==> src/rtl/ip_packet_rx.sv <==
// ip_packet_rx: receive-side parser for Ethernet/IPv4 frames carrying a 10-bit
// accelerator message. Checks addressing, ethertype, IP version/IHL, total
// length and header checksum. Good frames are presented through a
// valid/accept handshake; bad or runt frames produce a FRAME_DROPPED pulse.
//
// Handshakes: a MAC byte is consumed on a clock edge where MAC_DATA_VALID and
// MAC_DATA_READY are both high. A result is consumed on an edge where
// MESSAGE_VALID and MESSAGE_ACCEPT are both high. MESSAGE_ACCEPT has no effect
// while MESSAGE_VALID is low. MAC_DATA_READY is low while a result is held.
module ip_packet_rx #(
  parameter int AXI_S_DATA_WIDTH = 8,
  parameter int IP_ADDR_WIDTH    = 32,
  parameter int MAC_ADDR_WIDTH   = 48,
  parameter int ACCEL_DATA_WIDTH = 10
) (
  input  logic                        ACLK,
  input  logic                        ARESET,
  input  logic [IP_ADDR_WIDTH-1:0]    ACCELERATOR_IP_ADDRESS,
  input  logic [MAC_ADDR_WIDTH-1:0]   ACCELERATOR_MAC_ADDRESS,
  input  logic [AXI_S_DATA_WIDTH-1:0] MAC_DATA_IN,
  input  logic                        MAC_DATA_VALID,
  output logic                        MAC_DATA_READY,
  input  logic                        MAC_DATA_LAST,
  input  logic                        MAC_DATA_TUSER,
  output logic [IP_ADDR_WIDTH-1:0]    SENDER_IP_ADDRESS,
  output logic [MAC_ADDR_WIDTH-1:0]   SENDER_MAC_ADDRESS,
  output logic [ACCEL_DATA_WIDTH-1:0] RECEIVED_MESSAGE,
  output logic                        MESSAGE_VALID,
  input  logic                        MESSAGE_ACCEPT,
  output logic                        FRAME_DROPPED,
  output logic [2:0]                  fsm_state
);

  typedef enum logic [2:0] {
    RECV_ETH_HDR   = 3'd0,
    RECV_IP_HDR    = 3'd1,
    RECV_USER_DATA = 3'd2,
    DRAIN          = 3'd3,
    HOLD_RESULT    = 3'd4
  } state_t;

  state_t state, next_state;

  logic [7:0]                  cnt;
  logic                        err;
  logic [16:0]                 csum;
  logic [7:0]                  csum_hi;
  logic [MAC_ADDR_WIDTH-1:0]   dst_mac;
  logic [MAC_ADDR_WIDTH-1:0]   src_mac_sh;
  logic [IP_ADDR_WIDTH-1:0]    src_ip_sh;
  logic [1:0]                  msg_hi;
  logic [7:0]                  msg_lo;

  logic                        beat;
  logic                        drop;
  logic                        deliver;
  logic                        evaluate;
  logic                        err_hit;
  logic [16:0]                 csum_add;
  logic [15:0]                 csum_fold;
  logic [MAC_ADDR_WIDTH-1:0]   dst_next;
  logic [7:0]                  ip_byte;

  assign MAC_DATA_READY = (state != HOLD_RESULT);
  assign MESSAGE_VALID  = (state == HOLD_RESULT);
  assign beat           = MAC_DATA_VALID & MAC_DATA_READY;
  assign fsm_state      = state;

  // One's-complement add of the current header word with end-around carry.
  assign csum_add  = {1'b0, csum[15:0]} + {1'b0, csum_hi, MAC_DATA_IN};
  assign csum_fold = csum_add[15:0] + {15'd0, csum_add[16]};
  assign dst_next  = {dst_mac[MAC_ADDR_WIDTH-9:0], MAC_DATA_IN};

  // Local IP byte expected at IP header offsets 16..19 (big-endian).
  always_comb begin
    ip_byte = ACCELERATOR_IP_ADDRESS[7:0];
    case (cnt)
      8'd16:   ip_byte = ACCELERATOR_IP_ADDRESS[31:24];
      8'd17:   ip_byte = ACCELERATOR_IP_ADDRESS[23:16];
      8'd18:   ip_byte = ACCELERATOR_IP_ADDRESS[15:8];
      default: ip_byte = ACCELERATOR_IP_ADDRESS[7:0];
    endcase
  end

  // Per-byte header checks; a hit is folded into the sticky error flag.
  always_comb begin
    err_hit = 1'b0;
    case (state)
      RECV_ETH_HDR: begin
        if (cnt == 8'd5 && dst_next != ACCELERATOR_MAC_ADDRESS &&
            dst_next != {MAC_ADDR_WIDTH{1'b1}}) err_hit = 1'b1;
        if (cnt == 8'd12 && MAC_DATA_IN != 8'h08) err_hit = 1'b1;
        if (cnt == 8'd13 && MAC_DATA_IN != 8'h00) err_hit = 1'b1;
      end
      RECV_IP_HDR: begin
        if (cnt == 8'd0 && MAC_DATA_IN != 8'h45) err_hit = 1'b1;
        if (cnt == 8'd2 && MAC_DATA_IN != 8'h00) err_hit = 1'b1;
        if (cnt == 8'd3 && MAC_DATA_IN != 8'h16) err_hit = 1'b1;
        if (cnt >= 8'd16 && MAC_DATA_IN != ip_byte) err_hit = 1'b1;
        if (cnt == 8'd19 && csum_fold != 16'hFFFF) err_hit = 1'b1;
      end
      default: err_hit = 1'b0;
    endcase
  end

  // Next-state logic: walk header/payload byte positions, decide drop/deliver on LAST.
  always_comb begin
    next_state = state;
    drop       = 1'b0;
    deliver    = 1'b0;
    evaluate   = 1'b0;
    case (state)
      RECV_ETH_HDR: begin
        if (beat) begin
          if (MAC_DATA_LAST)      drop = 1'b1;
          else if (cnt == 8'd13)  next_state = RECV_IP_HDR;
        end
      end
      RECV_IP_HDR: begin
        if (beat) begin
          if (MAC_DATA_LAST)      drop = 1'b1;
          else if (cnt == 8'd19)  next_state = RECV_USER_DATA;
        end
      end
      RECV_USER_DATA: begin
        if (beat) begin
          if (MAC_DATA_LAST) begin
            if (cnt == 8'd1) evaluate = 1'b1;
            else             drop = 1'b1;
          end else if (cnt == 8'd1) begin
            next_state = DRAIN;
          end
        end
      end
      DRAIN: begin
        if (beat && MAC_DATA_LAST) evaluate = 1'b1;
      end
      HOLD_RESULT: begin
        if (MESSAGE_ACCEPT) next_state = RECV_ETH_HDR;
      end
      default: next_state = RECV_ETH_HDR;
    endcase
    if (evaluate) begin
      if (err || MAC_DATA_TUSER) drop = 1'b1;
      else                       deliver = 1'b1;
    end
    if (drop)         next_state = RECV_ETH_HDR;
    else if (deliver) next_state = HOLD_RESULT;
  end

  // State register.
  always_ff @(posedge ACLK) begin
    if (ARESET) state <= RECV_ETH_HDR;
    else        state <= next_state;
  end

  // Byte counter, checksum, shadow capture and result registers.
  always_ff @(posedge ACLK) begin
    if (ARESET) begin
      cnt                <= '0;
      err                <= 1'b0;
      csum               <= '0;
      csum_hi            <= '0;
      dst_mac            <= '0;
      src_mac_sh         <= '0;
      src_ip_sh          <= '0;
      msg_hi             <= '0;
      msg_lo             <= '0;
      FRAME_DROPPED      <= 1'b0;
      SENDER_IP_ADDRESS  <= '0;
      SENDER_MAC_ADDRESS <= '0;
      RECEIVED_MESSAGE   <= '0;
    end else begin
      FRAME_DROPPED <= drop;
      if (drop || deliver) begin
        cnt  <= '0;
        err  <= 1'b0;
        csum <= '0;
      end else begin
        if (next_state != state)       cnt <= '0;
        else if (beat && state != DRAIN) cnt <= cnt + 8'd1;
        if (beat && err_hit) err <= 1'b1;
        if (beat && state == RECV_IP_HDR) begin
          if (!cnt[0]) csum_hi <= MAC_DATA_IN;
          else         csum    <= {1'b0, csum_fold};
        end
        if (beat && state == RECV_ETH_HDR && cnt < 8'd6)
          dst_mac <= dst_next;
        if (beat && state == RECV_ETH_HDR && cnt >= 8'd6 && cnt < 8'd12)
          src_mac_sh <= {src_mac_sh[MAC_ADDR_WIDTH-9:0], MAC_DATA_IN};
        if (beat && state == RECV_IP_HDR && cnt >= 8'd12 && cnt < 8'd16)
          src_ip_sh <= {src_ip_sh[IP_ADDR_WIDTH-9:0], MAC_DATA_IN};
        if (beat && state == RECV_USER_DATA && cnt == 8'd0) msg_hi <= MAC_DATA_IN[1:0];
        if (beat && state == RECV_USER_DATA && cnt == 8'd1) msg_lo <= MAC_DATA_IN;
      end
      // When LAST lands on payload byte 1 the low byte is taken straight from the bus.
      if (deliver) begin
        SENDER_IP_ADDRESS  <= src_ip_sh;
        SENDER_MAC_ADDRESS <= src_mac_sh;
        RECEIVED_MESSAGE   <= (state == RECV_USER_DATA) ? {msg_hi, MAC_DATA_IN}
                                                        : {msg_hi, msg_lo};
      end
    end
  end

endmodule

==> config.mk <==
export PLATFORM = sky130hd
export DESIGN_NAME = ip_packet_rx
export DESIGN_NICKNAME = d
export VERILOG_FILES = /design/src/rtl/ip_packet_rx.sv
export SDC_FILE = /design/constraint.sdc
export NUM_CORES = 1
export LEC_CHECK = 0
export CORE_MARGIN = 8
export CORE_UTILIZATION = 32
export CTS_CLUSTER_SIZE = 25
export DETAILED_ROUTE_END_ITERATION = 10
export SYNTH_ARGS = -nofsm -noshare
export SYNTH_HDL_FRONTEND = slang
export SYNTH_SLANG_ARGS = --single-unit
==> constraint.sdc <==
create_clock -name ACLK -period 6.7 [get_ports ACLK]
set_clock_uncertainty 0.15 [all_clocks]
set_input_delay 1.34 -clock ACLK [delete_from_list [all_inputs] [get_ports ACLK]]
set_output_delay 1.34 -clock ACLK [all_outputs]
set_load 0.03 [all_outputs]
After elaboration in Yosys (flattened, before gate mapping)
Cells that the tools add are included.
{"block": "op_classes", "n_addsub": 3, "magnitude_cmp": 6, "n_eq_ne": 24, "mux": 39, "n_bitwise": 3, "reduce_logical": 37}
{"operator": "inequality test 48 bit", "n": 1}
{"operator": "inequality test 48 bit, second input constant", "n": 1}
{"operator": "2-to-1 mux 3 bit", "n": 12}
{"operator": "equality test 8 x 5 -> 1 bit, second input constant", "n": 4}
{"operator": "one-hot mux 8 bit (3 select lines)", "n": 1}
{"operator": "logical AND 1 bit", "n": 22}
{"operator": "2-to-1 mux 1 bit", "n": 21}
{"operator": "adder 16 x 16 -> 17 bit", "n": 1}
{"operator": "adder 16 x 1 -> 16 bit", "n": 1}
{"operator": "equality test 8 x 2 -> 1 bit, second input constant", "n": 2}
{"operator": "equality test 8 x 4 -> 1 bit, second input constant", "n": 2}
{"operator": "inequality test 16 bit, second input constant", "n": 1}
{"operator": "one-hot mux 3 bit (5 select lines)", "n": 1}
{"operator": "AND reduction 2 bit", "n": 6}
{"operator": "adder 8 x 1 -> 8 bit, second input constant", "n": 1}
{"operator": "equality test 8 x 1 -> 1 bit, second input constant", "n": 1}
{"operator": "equality test 8 x 3 -> 1 bit, second input constant", "n": 1}
{"operator": "greater-or-equal comparator 8 x 3 -> 1 bit, second input constant", "n": 1}
{"operator": "greater-or-equal comparator 8 x 4 -> 1 bit, second input constant", "n": 1}
{"operator": "greater-or-equal comparator 8 x 5 -> 1 bit, second input constant", "n": 1}
{"operator": "zero test 8 bit", "n": 1}
{"operator": "< comparator 8 x 3 -> 1 bit, second input constant", "n": 1}
{"operator": "< comparator 8 x 4 -> 1 bit, second input constant", "n": 1}
{"operator": "< comparator 8 x 5 -> 1 bit, second input constant", "n": 1}
{"operator": "other kinds (20)", "n": 26}
{"block": "word_totals", "reg_bits": 257, "input_bits": 94, "out_inout_bits": 96, "elab_cells": 126}

Logic depth before layout (Yosys ltp)
Gate-level depths: netlist (run 1).
{"block": "depth", "depth_word": 10, "mapped_depth": 19, "mapped_depth_nobuf": 19}

Least setup slack after synthesis (run 1)
OpenSTA, ideal clock, no wires.
{"block": "synth_path", "kind": "input to register", "start": "input MAC_DATA_IN[0]", "end": "register err", "setup_time_ns": 0.137, "arrival_ns": 5.441, "t_required_ns": 6.413, "slack_ns": 0.972, "path_stages": 19, "cell_sequence": "ha_1 > fa_1 > a21o_1 > a221oi_1 > nor4_1 > o31ai_1 > nand2b_1 > a21o_1 > a21o_1 > ha_1 > and3b_1 > a311oi_1 > a31oi_1 > a21oi_1 > xnor2_1 > or4b_1 > or4_1 > nor4_1 > o221ai_1"}
{"block": "synth_between", "elab_chain_cells": 9, "elab_cells_between_ends": 29, "cone_classes": "2 x add/sub; 7 x eq/ne; 9 x mux; 11 x reduce/logical"}
{"item": "start: declaration", "line_no": "20", "text": "input logic [AXI_S_DATA_WIDTH-1:0] MAC_DATA_IN,"}
{"item": "branches (longest 7 deep; another with adder 16 x 16 -> 17 bit)"}
{"item": "one-hot mux 1 bit (2 select lines) (*)", "line_no": "88", "text": "case (state)"}
{"item": "logical AND 1 bit (*)", "line_no": "182", "text": "if (beat && err_hit) err <= 1'b1;"}
{"item": "end signal: assignment", "line_no": "161", "text": "err <= 1'b0;"}
{"item": "end signal: assignment", "line_no": "177", "text": "err <= 1'b0;"}
{"item": "end signal: assignment", "line_no": "182"}
{"item": "end: declaration", "line_no": "45", "text": "logic err;"}
Every way passes the cells marked *.
A chain may end at the register's enable or synchronous reset.

Final worst setup path (run 1)
Same ends and word-level chain as after synthesis.

==> metrics.txt, run 1 <==
Yosys cell types=57; Syn. warnings=0; # DRC=0; first-pass GRT wire length=54800 um; max cap viols=0; CTS buffer count=29; unrepaired setup endpoints after global routing=no; H-tree depth=1; clock-pin slew of the registers on the worst-case setup and hold paths=0.06 ns; initial antenna violation count=0; GPL Wtd Cong=0.828; total gr overflow=0; Period Utilization, post-route=0.893; Power Total=3430 uW; Synth async-reset ratio=0; design area=14700 um2; post-DR vias/cell=4.94; Tmin final=5.98 ns; ANT nets after route=0; Worst Path Arrival=6.24 ns; syn_area_per_cell=7.83 um2; post-cts resize count=0; I/O Buffers=189; PwrDens=234 nW/um2; hold buffers post-CTS=0; Tot GR Track Use=0.159; max_slew headroom=0.209; capturing element type of the critical path=flop; CP Launch Type=primary input; total setup buffers inserted after CTS=0; TritonRoute pass-1 iters=5; worst setup margin=0.716 ns; mapped cell area=11400 um2; Antenna diodes=0; fin. max-slew vios=0; CTS tree=built; io pins=190; kind of critical path=primary input to flop; dpl ws=0.183 ns; final wirelength=34400 um; post-synthesis net count=1569; worst slew pin tran=1.19 ns; DR iter-0 viols=611; EDFF count, synth=0; Initial Util=0.322; clock sinks=257; Peak Freq=167 MHz; leak pwr=0.00480 uW; Top FF cell, synth=dfxtp_1; VDD IR max=0.000160 V; worst skew pair latency=0.56 ns; Fin Hold WS=0.301 ns; number of global-route vias before repair=10100; Via Count=10200; Cells after Synth=1452; final-report hold violation count=0; DP Wirelength=23900 um; CTS root buf=clkbuf_16; WL per Instance=16.6 um; share of cells above drive strength 1=0.0509; largest net degree at the start of global routing=190; sequential area share after synthesis=0.453; Worst Path Required=6.96 ns; Area after DPL=13600 um2; register bit total from synthesis=257; DIE WIDTH=204 um; fin nets=1707; status=completed; die height=204 um; HP Class=flop to flop; FP Rows=69; crit-path max FO=3; total negative slack=0 ns; setup violators final=0; CTS Buffer Depth=3; Core Box Area=35300 um2; Area Growth Syn to Fin=29.1%; die area=41800 um2
worst max-delay path, stage by stage:
cell             delay [ns]
clkdlybuf4s50_1        0.43
ha_1                   0.23
fa_1                   0.40
a21o_1                 0.22
a221oi_1               0.48
nor4_1                 0.13
o31ai_1                0.22
nand2b_1               0.16
a21o_1                 0.20
a21o_1                 0.18
ha_1                   0.23
and3b_1                0.19
a311oi_1               0.27
a31oi_1                0.06
a21oi_1                0.15
xnor2_1                0.15
or4b_1                 0.46
or4_1                  0.42
nor4_1                 0.18
o221ai_1               0.15
logic make-up after synthesis:
family / after synthesis / share of synthesized area
flops: 257 / 0.453
mux: 26 / 0.0229
simple gates: 628 / 0.229
buf+inv: 112 / 0.0383
xor+xnor: 90 / 0.0700
compound gates: 316 / 0.161
fa+ha+maj: 23 / 0.0260
state kept, by name (all words and copies together) (netlist names):
register            flops
csum_hi                 8
csum                   16
msg_hi                  2
SENDER_MAC_ADDRESS     48
err                     1
SENDER_IP_ADDRESS      32
src_mac_sh             48
FRAME_DROPPED           1
RECEIVED_MESSAGE       10
dst_mac                40
src_ip_sh              32
cnt                     8
fsm_state               3
msg_lo                  8
layout by cell type, fill, tap and decap left out, types with 6 or more instances in the layout:
cell and instances:
nand2_1 445, dfxtp_1 257, a21oi_1 232, clkdlybuf4s50_1 188
nor2_1 85, xnor2_1 74, nand4_1 34, clkbuf_16 29
mux2i_1 26, ha_1 22, a211oi_1 20, buf_4 17
xor2_1 15, nor4_1 13, inv_1 12, nand3_1 11
o21ai_0 10, a21o_1 8, a222oi_1 8, nor3_1 7
clkinv_2 7, o31ai_1 6, or4_1 6
stage by stage:
step,utilization,instances
finish,0.416,2073
global route,0.416,2073
CTS,0.416,2073
detailed placement,0.386,2020
global placement,0.386,2020
floorplan,-,1452
report_power, final:
group	internal (uW)	leakage [uW]	switching (uW)
registers	1530	0.00207	7.11
clock network	1040	0.000509	655
logic	89.8	0.00222	101
final cells by class:
type | count | area [um2]
flip-flops and latches | 257 | 5140
clock inverters | 16 | 229
fillers | 3597 | 20600
multi-input cells | 1083 | 5840
well taps | 461 | 577
repair buffers | 207 | 2040
inverters | 12 | 45.0
clock buffers | 37 | 806
synth_stat cells, types with 2 or more instances:
library cell	instances	area share
nand2_1	445	0.15
dfxtp_1	257	0.45
a21oi_1	233	0.10
clkbuf_1	91	0.030
nor2_1	85	0.028
xnor2_1	74	0.057
nand4_1	34	0.019
mux2i_1	26	0.023
ha_1	22	0.024
a211oi_1	21	0.014
xor2_1	15	0.012
nor4_1	13	0.0072
inv_1	12	0.0040
nand3_1	12	0.0053
o21ai_0	10	0.0044
nor3_1	9	0.0040
a21o_1	8	0.0053
a222oi_1	8	0.0070
and3_1	6	0.0033
o31ai_1	6	0.0040
or4_1	6	0.0040
or3_1	5	0.0028
a31oi_1	4	0.0022
buf_1	4	0.0013
a211o_1	3	0.0023
buf_2	3	0.0013
nor2b_1	3	0.0017
o21a_1	3	0.0020
a221oi_1	2	0.0015
and3b_1	2	0.0015
nand2b_1	2	0.0011
nor3b_1	2	0.0013
o221ai_1	2	0.0015
worst paths after layout:
| check | startpoint | to | slack (ns) | cells after the start |
|---|---|---|---|---|
| max | MAC_DATA_IN[0] | err | 0.72 | 20 |
| max reg2reg | csum[0] | err | 1.63 | 19 |
| min reg2reg | SENDER_MAC_ADDRESS[27] | SENDER_MAC_ADDRESS[27] | 0.30 | 2 |
| min | SENDER_MAC_ADDRESS[27] | SENDER_MAC_ADDRESS[27] | 0.30 | 2 |
routing by layer:
layer  part of all wire  global-route usage
met1               0.45               0.206
met2               0.48               0.274
met3              0.056              0.0285
met4              0.014              0.0309
met5                  0                   0
No activity file was read; power rests on OpenSTA's default activity.
==> run 2: changes to the inputs <==
- SLEW_MARGIN: not set -> 0
==> results of run 2 <==
The final DEF is identical to that of run 1; final timing and power are the same.
